===== config.mk =====
export PLATFORM = sky130hd
export DESIGN_NAME = memory_access
export DESIGN_NICKNAME = d
export VERILOG_FILES = /design/src/rtl/memory_access.sv
export SDC_FILE = /design/constraint.sdc
export NUM_CORES = 1
export LEC_CHECK = 0
export CORE_MARGIN = 2
export CORE_UTILIZATION = 34
export DETAILED_ROUTE_END_ITERATION = 7
export HOLD_SLACK_MARGIN = 0.06
export SYNTH_ARGS = -nofsm -noshare
export SYNTH_HDL_FRONTEND = slang
export SYNTH_SLANG_ARGS = --single-unit

===== constraint.sdc =====
create_clock -name clk -period 2.4 [get_ports clk]
set_clock_uncertainty 0.2 [all_clocks]
set_input_delay 0.36 -clock clk [delete_from_list [all_inputs] [get_ports clk]]
set_output_delay 0.36 -clock clk [all_outputs]
set_load 0.005 [all_outputs]

===== src/rtl/memory_access.sv =====
// Memory stage: turns an execute bundle into a single data-memory access with
// byte-lane steering, load extraction and misalignment detection.
module memory_access #(
    parameter int D_WIDTH = 32
) (
    input  logic               clk,
    input  logic               rst,
    input  logic               valid_e_i,
    input  logic               reg_write_e_i,
    input  logic [1:0]         result_src_e_i,
    input  logic               mem_write_e_i,
    input  logic [2:0]         ins_3_i,
    input  logic [D_WIDTH-1:0] alu_result_e_i,
    input  logic [D_WIDTH-1:0] write_data_e_i,
    input  logic [4:0]         rd_e_i,
    input  logic [D_WIDTH-1:0] pc_plus_4e_i,
    output logic               stall_m_o,
    output logic               mem_req_o,
    output logic               mem_we_o,
    output logic [D_WIDTH-1:0] mem_addr_o,
    output logic [D_WIDTH-1:0] mem_wdata_o,
    output logic [3:0]         mem_be_o,
    input  logic               mem_ack_i,
    input  logic [D_WIDTH-1:0] mem_rdata_i,
    output logic               valid_m_o,
    output logic               reg_write_m_o,
    output logic [1:0]         result_src_m_o,
    output logic [4:0]         rd_m_o,
    output logic [D_WIDTH-1:0] alu_result_m_o,
    output logic [D_WIDTH-1:0] read_data_m_o,
    output logic [D_WIDTH-1:0] pc_plus_4m_o,
    output logic               misaligned_o
);

    typedef enum logic {
        S_IDLE,
        S_WAIT
    } state_t;

    state_t state_q, state_d;

    // Bundle captured at the start of a memory access
    logic               l_reg_write_q, l_reg_write_d;
    logic [1:0]         l_result_src_q, l_result_src_d;
    logic [2:0]         l_funct3_q, l_funct3_d;
    logic [D_WIDTH-1:0] l_alu_result_q, l_alu_result_d;
    logic [4:0]         l_rd_q, l_rd_d;
    logic [D_WIDTH-1:0] l_pc_plus_4_q, l_pc_plus_4_d;

    logic               mem_we_q, mem_we_d;
    logic [D_WIDTH-1:0] mem_addr_q, mem_addr_d;
    logic [D_WIDTH-1:0] mem_wdata_q, mem_wdata_d;
    logic [3:0]         mem_be_q, mem_be_d;

    logic               valid_m_q, valid_m_d;
    logic               reg_write_m_q, reg_write_m_d;
    logic [1:0]         result_src_m_q, result_src_m_d;
    logic [4:0]         rd_m_q, rd_m_d;
    logic [D_WIDTH-1:0] alu_result_m_q, alu_result_m_d;
    logic [D_WIDTH-1:0] read_data_m_q, read_data_m_d;
    logic [D_WIDTH-1:0] pc_plus_4m_q, pc_plus_4m_d;
    logic               misaligned_q, misaligned_d;

    logic               capture;
    logic               e_mem_op;
    logic               e_misaligned;
    logic [D_WIDTH-1:0] e_wdata;
    logic [3:0]         e_be;
    logic [7:0]         ld_byte;
    logic [15:0]        ld_half;
    logic [D_WIDTH-1:0] ld_data;

    assign capture  = valid_e_i && (state_q == S_IDLE);
    assign e_mem_op = mem_write_e_i || (result_src_e_i == 2'b01);

    always_comb begin
        e_misaligned = 1'b0;
        e_wdata      = write_data_e_i;
        e_be         = 4'b1111;
        case (ins_3_i[1:0])
            2'b00: begin
                e_wdata = {(D_WIDTH/8){write_data_e_i[7:0]}};
                e_be    = 4'b0001 << alu_result_e_i[1:0];
            end
            2'b01: begin
                e_misaligned = alu_result_e_i[0];
                e_wdata      = {(D_WIDTH/16){write_data_e_i[15:0]}};
                e_be         = alu_result_e_i[1] ? 4'b1100 : 4'b0011;
            end
            default: begin
                e_misaligned = (alu_result_e_i[1:0] != 2'b00);
            end
        endcase
    end

    // Load extraction uses the address and funct3 captured with the request
    always_comb begin
        ld_byte = mem_rdata_i[{l_alu_result_q[1:0], 3'b000} +: 8];
        ld_half = mem_rdata_i[{l_alu_result_q[1], 4'b0000} +: 16];
        case (l_funct3_q[1:0])
            2'b00: ld_data = l_funct3_q[2] ? {{(D_WIDTH-8){1'b0}}, ld_byte}
                                           : {{(D_WIDTH-8){ld_byte[7]}}, ld_byte};
            2'b01: ld_data = l_funct3_q[2] ? {{(D_WIDTH-16){1'b0}}, ld_half}
                                           : {{(D_WIDTH-16){ld_half[15]}}, ld_half};
            default: ld_data = mem_rdata_i;
        endcase
    end

    always_comb begin
        state_d        = state_q;
        l_reg_write_d  = l_reg_write_q;
        l_result_src_d = l_result_src_q;
        l_funct3_d     = l_funct3_q;
        l_alu_result_d = l_alu_result_q;
        l_rd_d         = l_rd_q;
        l_pc_plus_4_d  = l_pc_plus_4_q;
        mem_we_d       = mem_we_q;
        mem_addr_d     = mem_addr_q;
        mem_wdata_d    = mem_wdata_q;
        mem_be_d       = mem_be_q;
        valid_m_d      = 1'b0;
        misaligned_d   = 1'b0;
        reg_write_m_d  = reg_write_m_q;
        result_src_m_d = result_src_m_q;
        rd_m_d         = rd_m_q;
        alu_result_m_d = alu_result_m_q;
        read_data_m_d  = read_data_m_q;
        pc_plus_4m_d   = pc_plus_4m_q;

        case (state_q)
            S_IDLE: begin
                if (capture) begin
                    if (!e_mem_op || e_misaligned) begin
                        // Completes in place; a misaligned access retires with no writeback
                        valid_m_d      = 1'b1;
                        misaligned_d   = e_mem_op;
                        reg_write_m_d  = reg_write_e_i && !e_mem_op;
                        result_src_m_d = result_src_e_i;
                        rd_m_d         = rd_e_i;
                        alu_result_m_d = alu_result_e_i;
                        pc_plus_4m_d   = pc_plus_4e_i;
                    end else begin
                        state_d        = S_WAIT;
                        l_reg_write_d  = reg_write_e_i;
                        l_result_src_d = result_src_e_i;
                        l_funct3_d     = ins_3_i;
                        l_alu_result_d = alu_result_e_i;
                        l_rd_d         = rd_e_i;
                        l_pc_plus_4_d  = pc_plus_4e_i;
                        mem_we_d       = mem_write_e_i;
                        mem_addr_d     = {alu_result_e_i[D_WIDTH-1:2], 2'b00};
                        mem_wdata_d    = e_wdata;
                        mem_be_d       = mem_write_e_i ? e_be : 4'b0000;
                    end
                end
            end
            S_WAIT: begin
                if (mem_ack_i) begin
                    state_d        = S_IDLE;
                    valid_m_d      = 1'b1;
                    reg_write_m_d  = l_reg_write_q;
                    result_src_m_d = l_result_src_q;
                    rd_m_d         = l_rd_q;
                    alu_result_m_d = l_alu_result_q;
                    pc_plus_4m_d   = l_pc_plus_4_q;
                    if (!mem_we_q) begin
                        read_data_m_d = ld_data;
                    end
                end
            end
            default: state_d = S_IDLE;
        endcase
    end

    always_ff @(posedge clk) begin
        if (rst) begin
            state_q        <= S_IDLE;
            l_reg_write_q  <= 1'b0;
            l_result_src_q <= '0;
            l_funct3_q     <= '0;
            l_alu_result_q <= '0;
            l_rd_q         <= '0;
            l_pc_plus_4_q  <= '0;
            mem_we_q       <= 1'b0;
            mem_addr_q     <= '0;
            mem_wdata_q    <= '0;
            mem_be_q       <= '0;
            valid_m_q      <= 1'b0;
            reg_write_m_q  <= 1'b0;
            result_src_m_q <= '0;
            rd_m_q         <= '0;
            alu_result_m_q <= '0;
            read_data_m_q  <= '0;
            pc_plus_4m_q   <= '0;
            misaligned_q   <= 1'b0;
        end else begin
            state_q        <= state_d;
            l_reg_write_q  <= l_reg_write_d;
            l_result_src_q <= l_result_src_d;
            l_funct3_q     <= l_funct3_d;
            l_alu_result_q <= l_alu_result_d;
            l_rd_q         <= l_rd_d;
            l_pc_plus_4_q  <= l_pc_plus_4_d;
            mem_we_q       <= mem_we_d;
            mem_addr_q     <= mem_addr_d;
            mem_wdata_q    <= mem_wdata_d;
            mem_be_q       <= mem_be_d;
            valid_m_q      <= valid_m_d;
            reg_write_m_q  <= reg_write_m_d;
            result_src_m_q <= result_src_m_d;
            rd_m_q         <= rd_m_d;
            alu_result_m_q <= alu_result_m_d;
            read_data_m_q  <= read_data_m_d;
            pc_plus_4m_q   <= pc_plus_4m_d;
            misaligned_q   <= misaligned_d;
        end
    end

    assign stall_m_o      = (state_q == S_WAIT);
    assign mem_req_o      = (state_q == S_WAIT);
    assign mem_we_o       = mem_we_q && (state_q == S_WAIT);
    assign mem_addr_o     = mem_addr_q;
    assign mem_wdata_o    = mem_wdata_q;
    assign mem_be_o       = (state_q == S_WAIT) ? mem_be_q : 4'b0000;
    assign valid_m_o      = valid_m_q;
    assign reg_write_m_o  = reg_write_m_q;
    assign result_src_m_o = result_src_m_q;
    assign rd_m_o         = rd_m_q;
    assign alu_result_m_o = alu_result_m_q;
    assign read_data_m_o  = read_data_m_q;
    assign pc_plus_4m_o   = pc_plus_4m_q;
    assign misaligned_o   = misaligned_q;

endmodule

==> flow_summary.yaml, run 1 <==
setup_path:
  cp_data_arrival_time_ps: 1790
  worstPathRequired_ps: 1840
  end_kind: "output pin"
  path_class: "flop to output pin"
  crit_path_start_kind: "flop"
  critPathMaxFanout: 16
routing:
  avgRoutedWirePerCell_um: 19.5
  vias_per_cell: 5.27
  antenna_left: 0
  vias: 9886
  drc: 0
  dr.first_iter.drc_count: 642
  wirelength_um: 36500
  drtPass1Iterations: 5
min_path:
  hp-class: "input port to flop"
pwr:
  power_mw: 9.97
  vdd_drop_max_uv: 463
  pwr_density_cell_nw_per_um2: 661
  leakagePower_nw: 5.19
layout:
  nFillCells: 2884
  areaGrowthSynthToFinish_pct: 43.3
  nNetsFinal: 1601
  final_cell_area_um2: 15100
  drive_gt1_share_pct: 17.9
  multi_input_area_um2: 5130
  seqCellArea_um2: 4390
timing:
  hold_slack_ps: 89.5
  worst_slew_pin_slew_ps: 1170
  rsz0062_at_grt: "false"
  fmax_ghz: 0.425
  relSlewSlack_pct: 22.0
  period_share_pct: 98.0
  finalCriticalPeriod_ps: 2350
  hold_viol: 0
  slew_violations: 0
  fin_setup_tns_ps: 0
  finalSetupViolCount: 0
global_route:
  overflow: 0
  met2_usage_pct: 34.6
  antenna_found_initial: 4
  grt_start_max_net_pins: 68
  grt_first_pass_wirelength_um: 57200
  track_usage_pct: 21.7
  grt_pass1_vias: 9835
  use_met1_pct: 28.6
  grt.busiest_layer: "met2"
  grt_util_met3_pct: 5.37
cts:
  root_buffer: "clkbuf_16"
  cts-buffers-inserted: 26
  clk_pin_slew_ps: 60
  clkLatencyLatePin_ps: 520
  cts_max_path_buffers: 3
  htreeDepth: 1
  clock-sinks: 219
  cts_tree: "built"
run_status:
  status: "completed"
place:
  port_buffers: 318
  dpl.hpwl_um: 23900
  finalWeightedCongestion: 0.853
  placed_area_um2: 14200
synthesis:
  synth-async-reset-ratio_pct: 0
  synth_seq_area_share_pct: 41.7
  syn-cell-area_um2: 10500
  synthesis.instances: 1208
  synth_edf_count: 0
  ys_ff_latch: 219
  yosysTopAreaCell: "dfxtp_1"
  synth_top_area_share_pct: 41.7
  synth.distinct_cells: 41
  yosys_warnings: 0
  synth_area_leaders: "dfxtp_1, mux2_2, a211oi_2"
  avgSynthCellArea_um2: 8.71
  synthFlopType: "dfxtp_1"
floorplanning:
  num_io_pins: 321
  die_x_um: 180
  die_h_um: 180
  coreArea_um2: 30500
  initial_utilization_pct: 34.5
  num_rows: 64
  dieArea_um2: 32400
flow_run:
  cap_violations: 0
## power by group
| part | internal [mW] | switching, mW |
|---|---|---|
| sequential | 3.88 | 0.132 |
| combinational | 1.08 | 0.999 |
| clock | 2.31 | 1.57 |
| total | 7.27 | 2.70 |
## flip-flops by register name, indices dropped and copies added, names as in the netlist
signal and cells:
alu_result_m_o 32, l_alu_result_q 32, l_pc_plus_4_q 32, mem_wdata_o 32, pc_plus_4m_o 32, read_data_m_o 32, l_rd_q 5, rd_m_o 5
mem_be_q 4, l_funct3_q 3, l_result_src_q 2, result_src_m_o 2, l_reg_write_q 1, mem_req_o 1, mem_we_q 1, misaligned_o 1
reg_write_m_o 1, valid_m_o 1
## worst max-delay path, stage by stage (launching register included)
cell             delay [ps]
dfxtp_4                 410
buf_16                  180
and2_1                  130
clkdlybuf4s50_1         540
## worst paths after layout
kind / slack [ps] / from / cells after the start / endpoint
setup / recovery: 50 / mem_req_o / 3 / mem_be_o[0]
hold / removal: 90 / rst / 2 / alu_result_m_o[26]
setup reg to reg: 230 / mem_req_o / 5 / mem_wdata_o[9]
hold reg to reg: 260 / alu_result_m_o[31] / 2 / alu_result_m_o[31]
## metal layers
metal,share of wire [%],wire (um),vias up
li1,-,-,4769
met1,44,15900,4708
met2,46,16900,347
met3,7.3,2650,62
met4,2.9,1070,0
met5,0,0,-
## cells in the mapped netlist, types with 34 or more instances
cell type	instances
dfxtp_1	219
a21oi_1	125
o21ai_0	111
clkbuf_1	93
nand3_1	92
mux2_2	85
inv_1	76
nor3_1	72
a211oi_2	69
nand2_1	50
a211oi_1	43
buf_4	34
nor2_1	34
## cell usage in the layout (no fill, tap or decap), types with 6 or more instances in the layout
master / n
mux2_2: 85
a21oi_1: 125
buf_12: 19
nand3_1: 92
clkbuf_16: 27
clkinv_2: 7
nor2_1: 33
o21ai_0: 111
buf_4: 36
a211oi_2: 69
a22oi_1: 7
dfxtp_1: 218
inv_1: 76
nand3b_1: 8
clkdlybuf4s50_1: 316
a211oi_1: 43
clkbuf_1: 6
mux2i_1: 19
nand2_1: 50
clkbuf_8: 6
a311oi_1: 8
nor3_1: 72
## cell type report
type	instances	share of cell area, %
Multi-Input combinational cell	758	34.0
Sequential cell	219	29.1
Timing Repair Buffer	376	26.1
Clock buffer	38	5.09
Tap cell	396	3.29
Inverter	76	1.89
Clock inverter	9	0.473
Antenna cell	4	0.0664
## stage by stage
stage          setup slack, ps  util, %  cells
2_1_floorplan              349        -   1209
3_3_place_gp              -329     46.4   1823
3_5_place_dp              -389     46.4   1823
4_1_cts                   9.69     49.4   1872
5_1_grt                   1.52     49.4   1876
6_report                  47.1     49.4   1876
## kinds of logic after synthesis
logic type | synth area share [%]
AOI/OAI and AO/OA | 24.7
buffers and inverters | 10.1
DFF | 41.7
muxes | 11.0
other | 0.0356
and+or+nand+nor | 12.6
## repair_timing
item | in CTS | in global routing
resized for setup | 2 | 0
hold buffers | 0 | 0
endpoints found under the setup margin | 7 | 0
buffers inserted | 0 | 0
(Power assumes the default switching activity.)
==> inputs of run 2 (changes only) <==
==> constraint.sdc (replaced) <==
create_clock -name clk -period 2.3 [get_ports clk]
set_clock_uncertainty 0.2 [all_clocks]
set_input_delay 0.345 -clock clk [delete_from_list [all_inputs] [get_ports clk]]
set_output_delay 0.345 -clock clk [all_outputs]
set_load 0.005 [all_outputs]
==> run 2 against run 1 <==
Compared with the run above: worst hold slack better by 4.5 ps; count of clock-buffer cells in the layout unchanged; sequential share of layout area about the same; wire length down 1.3%; die area unchanged; sequential power up 4%; global-route usage down 0.42 points; largest cell class unchanged; largest power group is now the clock network; highest routed layer unchanged.
==> flow_summary.yaml, run 2 (same netlist as run 1, synthesis figures left out) <==
routing:
  drtPass1Iterations: 7
  wirelength_um: 36000
  vias: 9862
  drc: 0
  dr.first_iter.drc_count: 636
  avgRoutedWirePerCell_um: 19.2
  antenna_left: 0
  vias_per_cell: 5.26
pwr:
  power.internal_mw: 7.72
  combPwrFrac_pct: 20.4
  power.share.switching_pct: 26.7
  clockPowerShare_pct: 39.9
  p_sw_mw: 2.82
  pwr-share-seq_pct: 39.7
  vdd_drop_max_uv: 634
  power_mw: 10.5
  leakagePower_nw: 5.19
  pwr_density_cell_nw_per_um2: 698
timing:
  relSlewSlack_pct: 50.3
  finalSetupViolCount: 0
  hold_viol: 0
  fmax_ghz: 0.457
  slew_violations: 0
  finalCriticalPeriod_ps: 2190
  period_share_pct: 95.1
  rsz0062_at_grt: "false"
  fin_setup_tns_ps: 0
  worst_slew_pin_slew_ps: 744
setup_path:
  crit_start: "mem_req_o"
  path_class: "flop to output pin"
  cp_data_arrival_time_ps: 1640
  r2r_start: "mem_req_o"
  end_kind: "output pin"
  critPathMaxFanout: 12
  crit_path_start_kind: "flop"
  worstPathRequired_ps: 1750
layout:
  final_util_pct: 49.5
  areaGrowthSynthToFinish_pct: 43.4
  multi_input_area_um2: 5140
  seqCellArea_um2: 4390
  mostFrequentLayoutCells: "clkdlybuf4s50_1, dfxtp_1, a21oi_1, o21ai_0, nand3_1"
  layout_commonest_cell: "clkdlybuf4s50_1"
  nNetsFinal: 1604
  nFillCells: 2933
  drive_gt1_share_pct: 18.2
min_path:
  hp-class: "input port to flop"
  hold_path_startpoint: "rst"
cts:
  clk_pin_slew_ps: 60
  cts_max_path_buffers: 3
  cts_tree: "built"
  root_buffer: "clkbuf_16"
  clkLatencyLatePin_ps: 520
  cts-buffers-inserted: 26
  clock-sinks: 219
  htreeDepth: 1
global_route:
  grt.busiest_layer: "met2"
  track_usage_pct: 21.3
  grt_first_pass_wirelength_um: 56400
  grt_pass1_vias: 9773
  grt_start_max_net_pins: 68
  use_met1_pct: 28.5
  overflow: 0
  grt_util_met3_pct: 4.82
  met2_usage_pct: 34.1
  antenna_found_initial: 4
run_status:
  status: "completed"
floorplanning:
  die_x_um: 180
  coreArea_um2: 30500
  num_io_pins: 321
  dieArea_um2: 32400
  die_h_um: 180
  initial_utilization_pct: 34.5
  num_rows: 64
place:
  finalWeightedCongestion: 0.848
  dpl.hpwl_um: 23900
  port_buffers: 318
flow_run:
  cap_violations: 0
## run 2: metrics by stage
stage / hold slack, ps / setup slack, ps / cell area, um2 / instances
3_5_place_dp: 251 / -547 / 14200 / 1826
4_1_cts: 78.2 / 36.4 / 15100 / 1870
2_1_floorplan: 245 / 249 / 10500 / 1209
5_1_grt: 104 / 39.9 / 15100 / 1876
3_3_place_gp: 244 / -359 / 14200 / 1826
6_report: 94.1 / 112 / 15100 / 1876
## run 2: repair_timing
| action | in CTS | in global routing |
|---|---|---|
| hold buffers | 0 | 0 |
| endpoints found under the setup margin | 4 | 1 |
| gates resized for setup | 2 | 0 |
| setup buffers | 0 | 2 |
## run 2: area by class of cell
class,count,share of cell area [%]
clock buffer,38,5.42
inverter,76,1.89
clock inverter,6,0.390
sequential,219,29.1
tap,396,3.28
multi-input combinational,758,34.0
timing repair buffer,379,25.8
antenna,4,0.0663
## run 2: power groups by stage
stage	combinational, mW	sequential (mW)	clock, mW
6_report	2.15	4.18	4.20
4_1_cts	2.16	4.18	4.31
3_3_place_gp	2.14	4.26	0
3_5_place_dp	2.15	4.26	0
2_1_floorplan	1.04	4.26	0
5_1_grt	2.32	4.21	4.46
## run 2: path summary, 6_finish.rpt
check	endpoint	slack (ps)	cells past startpoint
worst max-delay path	mem_req_o	110	2
worst min-delay path	mem_wdata_o[24]	90	2
worst max register to register	rd_m_o[1]	320	6
worst min register to register	alu_result_m_o[31]	250	2
## run 2: metal layers
metal	share of wire, %	up-vias
met5	0	-
li1	-	4768
met1	45	4714
met4	2.9	0
met2	46	323
met3	6.6	57
## run 2: critical path, stage by stage, from the launching register on
cell and delay, ps:
dfxtp_4 420, buf_6 180, clkdlybuf4s50_1 520
